<file path="config.mk">
export PLATFORM = sky130hd
export DESIGN_NAME = pipe_hazard_ctrl
export DESIGN_NICKNAME = d
export VERILOG_FILES = /design/src/rtl/pipe_hazard_ctrl_pkg.sv /design/src/rtl/pipe_hazard_ctrl_md_seq.sv /design/src/rtl/pipe_hazard_ctrl.sv
export SDC_FILE = /design/constraint.sdc
export NUM_CORES = 1
export LEC_CHECK = 0
export CORE_UTILIZATION = 35
export CTS_CLUSTER_DIAMETER = 150
export DETAILED_ROUTE_END_ITERATION = 16
export GPL_ROUTABILITY_DRIVEN = 0
export PLACE_DENSITY_LB_ADDON = 0.3
export SYNTH_ARGS = -nofsm -noshare
export SYNTH_HDL_FRONTEND = slang
export SYNTH_HIERARCHICAL = 1
export SYNTH_SLANG_ARGS = --single-unit
</file>
<file path="constraint.sdc">
create_clock -name clk -period 1.8 [get_ports clk]
set_input_delay 0.27 -clock clk [delete_from_list [all_inputs] [get_ports clk]]
set_output_delay 0.27 -clock clk [all_outputs]
set_load 0.005 [all_outputs]
</file>
<file path="src/rtl/pipe_hazard_ctrl_pkg.sv">
// Shared types and constants for the pipeline hazard controller and its
// mult/div occupancy sequencer.
package pipe_hazard_ctrl_pkg;

  typedef logic [0:0] md_state_t;

  localparam md_state_t IDLE = 1'b0;
  localparam md_state_t BUSY = 1'b1;

  localparam int MULT_CYCLES = 4;
  localparam int DIV_CYCLES  = 32;
  localparam int CNT_W       = 5;

  localparam logic [1:0] MEMTOREG_LOAD = 2'b01;

  // Counter preload: the BUSY phase lasts preload+1 cycles, ending on cnt==0.
  function automatic logic [CNT_W-1:0] md_preload(input logic is_div);
    return is_div ? CNT_W'(DIV_CYCLES - 1) : CNT_W'(MULT_CYCLES - 1);
  endfunction

endpackage

</file>
<file path="src/rtl/pipe_hazard_ctrl_md_seq.sv">
// Mult/div occupancy sequencer: tracks how long the multi-cycle unit stays busy
// after an issue and flags its final busy cycle.
module md_seq
  import pipe_hazard_ctrl_pkg::*;
(
  input  logic clk,
  input  logic rst,
  input  logic md_go,
  input  logic id_md_div,
  output logic md_busy,
  output logic md_done
);

  md_state_t        r_state;
  md_state_t        w_state_next;
  logic [CNT_W-1:0] r_cnt;
  logic [CNT_W-1:0] w_cnt_next;
  logic             r_done;
  logic             w_done_next;

  always_comb begin
    w_state_next = r_state;
    w_cnt_next   = r_cnt;
    if (r_state == IDLE) begin
      if (md_go) begin
        w_state_next = BUSY;
        w_cnt_next   = md_preload(id_md_div);
      end
    end else if (r_cnt != '0) begin
      w_cnt_next = r_cnt - CNT_W'(1);
    end else begin
      w_state_next = IDLE;
    end
    // Done is registered by looking one state ahead.
    w_done_next = (w_state_next == BUSY) && (w_cnt_next == '0);
  end

  always_ff @(posedge clk or posedge rst) begin
    if (rst) begin
      r_state <= IDLE;
      r_cnt   <= '0;
      r_done  <= 1'b0;
    end else begin
      r_state <= w_state_next;
      r_cnt   <= w_cnt_next;
      r_done  <= w_done_next;
    end
  end

  assign md_busy = (r_state == BUSY);
  assign md_done = r_done;

endmodule

</file>
<file path="src/rtl/pipe_hazard_ctrl.sv">
// Pipeline hazard controller: load-use and mult/div stalls, taken-branch
// flush, and mult/div issue into the occupancy sequencer.
module pipe_hazard_ctrl
  import pipe_hazard_ctrl_pkg::*;
(
  input  logic       clk,
  input  logic       rst,
  input  logic [4:0] id_ra,
  input  logic [4:0] id_rb,
  input  logic       id_useA,
  input  logic       id_useB,
  input  logic       id_md_start,
  input  logic       id_md_div,
  input  logic       id_hilo_rd,
  input  logic [4:0] ex_rw,
  input  logic       ex_regWr,
  input  logic [1:0] ex_memtoreg,
  input  logic       ex_taken,
  output logic       pc_stall,
  output logic       ifid_stall,
  output logic       ifid_flush,
  output logic       BranchBubble,
  output logic       md_go,
  output logic       md_busy,
  output logic       md_done
);

  logic w_load_use;
  logic w_md_hazard;

  assign w_load_use = (ex_memtoreg == MEMTOREG_LOAD) && ex_regWr && (ex_rw != 5'd0) &&
                      ((id_useA && (id_ra == ex_rw)) || (id_useB && (id_rb == ex_rw)));

  assign w_md_hazard = md_busy && (id_hilo_rd || id_md_start);

  // A taken branch outranks any stall: the ID instruction is on the wrong path.
  always_comb begin
    pc_stall     = 1'b0;
    ifid_stall   = 1'b0;
    ifid_flush   = 1'b0;
    BranchBubble = 1'b0;
    md_go        = 1'b0;
    if (rst) begin
      BranchBubble = 1'b1;
    end else if (ex_taken) begin
      ifid_flush   = 1'b1;
      BranchBubble = 1'b1;
    end else if (w_load_use || w_md_hazard) begin
      pc_stall     = 1'b1;
      ifid_stall   = 1'b1;
      BranchBubble = 1'b1;
    end else begin
      md_go = id_md_start;
    end
  end

  md_seq u_md_seq (
    .clk       (clk),
    .rst       (rst),
    .md_go     (md_go),
    .id_md_div (id_md_div),
    .md_busy   (md_busy),
    .md_done   (md_done)
  );

endmodule

</file>
==> results of run 1 <==
==> layer usage <==
| metal | global-route usage [%] | wire length [um] | vias up | share of wire (%) |
|---|---|---|---|---|
| li1 | - | - | 308 | - |
| met1 | 26.1 | 739 | 289 | 45 |
| met2 | 33.6 | 798 | 19 | 48 |
| met3 | 3.83 | 81 | 4 | 4.9 |
| met4 | 11.5 | 36 | 0 | 2.2 |
| met5 | 0 | 0 | - | 0 |
==> repair_timing <==
action                                  in CTS  in global routing
gates resized for setup                     48                 20
buffers inserted                             1                  0
pin swaps                                   11                  1
endpoints found under the setup margin      10                 10
hold buffers                                 0                  0
==> synth_stat cells, drive strengths merged (2+ instances only) <==
cell and number:
xor2 8, o21ai 6, nor4 3, inv 6, nor2b 3, o211ai 2, mux2i 2, nand2b 2
xnor2 2, nand2 4, nor2 4, dfrtp 7
==> registers in the layout (all words and copies together) (netlist names) <==
signal and count:
u_md_seq/r_cnt 5, u_md_seq/md_busy 1, u_md_seq/md_done 1
==> final timing paths <==
| check | from | end | cells after the start |
|---|---|---|---|
| worst max-delay path | ex_rw[0] | u_md_seq/md_done$_DFF_PP0_ | 9 |
| worst min-delay path | rst | u_md_seq/md_busy$_DFF_PP0_ | 3 |
| worst max register to register | u_md_seq/r_cnt[0]$_DFF_PP0_ | u_md_seq/r_cnt[0]$_DFF_PP0_ | 6 |
| worst min register to register | u_md_seq/r_cnt[4]$_DFF_PP0_ | u_md_seq/r_cnt[4]$_DFF_PP0_ | 2 |
| max in group asynchronous | rst | u_md_seq/md_done$_DFF_PP0_ | 3 |
| min in group clk | u_md_seq/r_cnt[4]$_DFF_PP0_ | u_md_seq/r_cnt[4]$_DFF_PP0_ | 2 |
==> tightest hold or removal path, delay by kind of cell <==
kind	cells	cell delay (ps)
buffers and inverters	3	510
==> where the power goes <==
part           total, mW  internal (mW)  switching, mW  leakage, nW
clock              0.139         0.0844         0.0547       0.0150
combinational      0.575          0.305          0.270        0.382
sequential         0.284          0.224         0.0597       0.0886
total              0.998          0.613          0.385        0.486
==> cell families after synthesis <==
kind of cell | after synthesis | share of synthesized area (%)
compound gates | 15 | 20.8
flops | 7 | 29.7
buf+inv | 8 | 5.94
simple gates | 21 | 21.2
xor+xnor | 10 | 14.9
fa+ha+maj | 1 | 2.12
mux | 3 | 5.31
==> final cells by class <==
class | instances | area, sq um
Tap cell | 16 | 20.0
Inverter | 6 | 22.5
Timing Repair Buffer | 38 | 343
Fill cell | 132 | 498
Sequential cell | 7 | 175
Multi-Input combinational cell | 50 | 457
Clock buffer | 4 | 26.3
==> through the flow <==
stage / util (%) / setup WS [ps] / hold WS, ps / setup TNS, ps
after floorplan: - / 3.05 / 73.4 / 0
after global placement: 61.9 / -622 / 516 / -5270
after detailed placement: 61.9 / -655 / 520 / -5440
after CTS: 65.5 / 0.236 / 466 / 0
after global routing: 67.7 / -72.5 / 185 / -101
final: 67.7 / -6.76 / 148 / -6.76
==> results_dict.tcl, run 1 <==
set metrics [dict create \
    setup_violations 1 \
    ant_nets 0 \
    ys_seq_area_share_pct 29.7 \
    drc 0 \
    hold_violations 0 \
    cp-end-kind "flip-flop" \
    startpoint_type "input pin" \
    track_usage_pct 20.9 \
    synthTopCellsByArea "dfrtp_1, xor2_1, nor4_2, inv_1, mux2i_1" \
    fin_area_sq_um 1040 \
    status "finished, violations left" \
    diodes 0 \
    grt_pass1_wl_um 2820 \
    drive_above_1_share_pct 35.2 \
    fin_worst_skew_ps 2.25 \
    root_buffer "clkbuf_4" \
    area_growth_pct 77.1 \
    r2r_setup_slack_ps 200 \
    mostFrequentLayoutCell "clkdlybuf4s50_1" \
    die_area_sq_um 1850 \
    ys.flop_type "dfrtp_1" \
    syn_inst 65 \
    start_util_pct 38.2 \
    cts_buffers 3 \
    cts_tree "done" \
    synthDominantCellAreaShare_pct 29.7 \
    p_per_area_nw_per_um2 956 \
    synth_seq_cells 7 \
    setup_ws_ps -6.76 \
    rows 14 \
    grt_max_degree 10 \
    synth_top_cell_by_area "dfrtp_1" \
    power.total_mw 0.998 \
    crit_chain "clkdlybuf4s15_2 -> buf_4 -> xnor2_2 -> a32oi_2 -> o2111a_2 -> buf_6 -> mux2i_1 -> a22o_1 -> nor4_2" \
    p_leak_nw 0.486 \
    syn_nets 92 \
    stdcell_count 121 \
    fmax_ghz 0.553 \
    crit_path_top_delay_cell "a32oi_2" \
    fin_crit_sh_pct 100 \
    drt_wl_total_um 1660 \
    dp.final_hpwl_um 1320 \
    layout_common_cells "clkdlybuf4s50_1, dfrtp_1, xor2_1, inv_1, dlygate4sd2_1" \
    async_flop_share_pct 100 \
    gr-total-overflow 0 \
    critPathRequiredTime_ps 1950 \
    violations "negative setup slack" \
    avgSynthCellArea_sq_um 9.07 \
    antenna_found_initial 0 \
    crit_buf_inv 3 \
    wire_per_inst_um 13.7 \
    ys_types 32 \
    fp.coreArea_sq_um 1540 \
    cap_violations 0 \
    dieHeight_um 43.0 \
    clock_latency_ps 250 \
    syn_area_sq_um 589 \
    dpl_cell_area_sq_um 955 \
    ios 33 \
    drtPass1Iterations 4 \
    clk_pin_slew_ps 50 \
    dp_cells 116 \
    grt_pass1_vias 640 \
    peakVddDrop_mv 0.709 \
    yosys_warnings 6 \
    crit_fanout 4 \
    rsz0062_at_grt "true" \
    io_buffers 32 \
    slowest_delay_ps 270 \
    clock_sinks 7 \
    synth-edff-count 0 \
    clk_path_buf_depth 2 \
    slew_viol_final 0 \
    worst_pin_slew_ps 302 \
    worstPathArrival_ps 1960 \
    fin_crit_ps 1810 \
    nNetsFinal 133 \
    critical-path-top-delay-family "compound AO/OA/AOI/OAI gates" \
    crit_type "in2reg" \
    num_vias 620 \
    h-tree-depth 1 \
    relSlewSlack_pct 79.7 \
    die_w_um 43.0 \
    drt_iter0_drc 13 \
    vias_per_cell 5.12 \
    min_path_type "in2async" \
]
Power figures use the tool's default switching activity.
==> run 2: changes to the inputs <==
- CORE_UTILIZATION: 35 -> 37
==> results_dict.tcl, run 2 (synthesis results as in run 1) <==
set metrics [dict create \
    status "finished, violations left" \
    violations "negative setup slack" \
    drc 0 \
    path_depth 10 \
    largest_reg_flops 5 \
    drive_above_1_share_pct 39.8 \
    startpoint_type "input pin" \
    critPathRequiredTime_ps 1940 \
    area_growth_pct 78.3 \
    h-tree-depth 1 \
    regToRegStartpoint "u_md_seq/r_cnt[0]$_DFF_PP0_" \
    critical-path-top-delay-family "simple AND/OR/NAND/NOR gates" \
    min_path_type "in2async" \
    ff2ff_path_depth 6 \
    slew_viol_final 0 \
    drt_wl_total_um 1800 \
    fillers 120 \
    cts_tree "done" \
    clock_sinks 7 \
    layout_common_cells "clkdlybuf4s50_1, buf_2, buf_4" \
    fin_crit_ps 1840 \
    root_buffer "clkbuf_4" \
    worst_pin_slew_ps 320 \
    top_layer "met4" \
    start_util_pct 39.6 \
    fp.coreArea_sq_um 1490 \
    mostFrequentLayoutCell "clkdlybuf4s50_1" \
    clk_path_buf_depth 2 \
    antenna_found_initial 0 \
    startpoint "ex_rw[3]" \
    whs_ps 176 \
    drtPass1Iterations 4 \
    crit_type "in2reg" \
    power.total_mw 0.996 \
    diodes 0 \
    rows 14 \
    cp_common_cell "nor4_2" \
    peakVddDrop_mv 0.684 \
    worstPathArrival_ps 1980 \
    wl_met2_um 943 \
    dp_cells 116 \
    dieHeight_um 41.9 \
    crit_buf_inv 2 \
    setup_tns_ps -39.4 \
    p_leak_nw 0.499 \
    setup_violations 1 \
    met1_length_um 744 \
    crit_fanout 4 \
    track_usage_pct 22.0 \
    cp-end-kind "flip-flop" \
    post-place-ws_ps -653 \
    utilization_pct 70.6 \
    crit_path_top_delay_cell "nor4_2" \
    clock_latency_ps 240 \
    r2r_setup_slack_ps 210 \
    dr_wl_met3_um 93 \
    die_area_sq_um 1760 \
    stdcell_count 124 \
    gr-total-overflow 0 \
    ant_nets 0 \
    num_vias 631 \
    fmax_ghz 0.544 \
    grt_max_degree 10 \
    ios 33 \
    cap_violations 0 \
    grt_pass1_vias 622 \
    drt_iter0_drc 10 \
    setup_ws_ps -39.4 \
    cts_hold_buf 0 \
    fin_area_sq_um 1050 \
    top_register "u_md_seq/r_cnt" \
    dp.final_hpwl_um 1280 \
    rsz0062_at_grt "true" \
    p_per_area_nw_per_um2 947 \
    nNetsFinal 136 \
    io_buffers 32 \
    crit_chain "buf_8 -> xor2_2 -> nor4_2 -> a32oi_2 -> o2111a_2 -> buf_6 -> nor2b_4 -> nand2_2 -> o211ai_2 -> nor4_2" \
    grt_pass1_wl_um 2930 \
    hold_violations 0 \
    dpl_cell_area_sq_um 955 \
    wire_per_inst_um 14.5 \
    relSlewSlack_pct 78.5 \
    slowest_delay_ps 290 \
    vias_per_cell 5.09 \
    clk_pin_slew_ps 50 \
    cts_buffers 3 \
    fin_crit_sh_pct 102 \
    fin_worst_skew_ps 0.392 \
    die_w_um 41.9 \
]
[run 2: power breakdown]
group	internal (mW)	switching [mW]
combinational	0.302	0.276
clock	0.0843	0.0530
sequential	0.224	0.0563
[run 2: final timing paths]
kind,to
setup / recovery,u_md_seq/md_done$_DFF_PP0_
hold / removal,u_md_seq/r_cnt[4]$_DFF_PP0_
setup reg to reg,u_md_seq/md_done$_DFF_PP0_
hold reg to reg,u_md_seq/r_cnt[4]$_DFF_PP0_
max in group asynchronous,u_md_seq/md_busy$_DFF_PP0_
min in group clk,u_md_seq/r_cnt[4]$_DFF_PP0_
[run 2: worst reg2reg max path: stages (launching register included)]
cell and delay [ps]:
dfrtp_1 400, inv_1 90, ha_1 180, nand2b_1 140, o21ai_4 270, o211ai_2 140
nor4_2 270
[run 2: repair_timing]
action | in CTS | in global routing
buffers inserted | 4 | 1
gates cloned | 0 | 0
setup endpoints to repair | 10 | 8
resized for setup | 67 | 15
pin swaps | 19 | 10
[run 2: layer usage]
layer	GRT usage (%)	vias to the layer above
met5	0	-
met4	7.74	0
met3	1.30	2
met2	37.8	24
met1	29.2	293
li1	-	312
[run 2: area by class of cell]
class / instances / area [sq um] / area share [%]
well taps: 16 / 20.0 / 1.90
inverters: 6 / 22.5 / 2.14
clock buffers: 4 / 26.3 / 2.50
multi-input cells: 50 / 458 / 43.6
flip-flops and latches: 7 / 175 / 16.7
repair buffers: 41 / 349 / 33.2
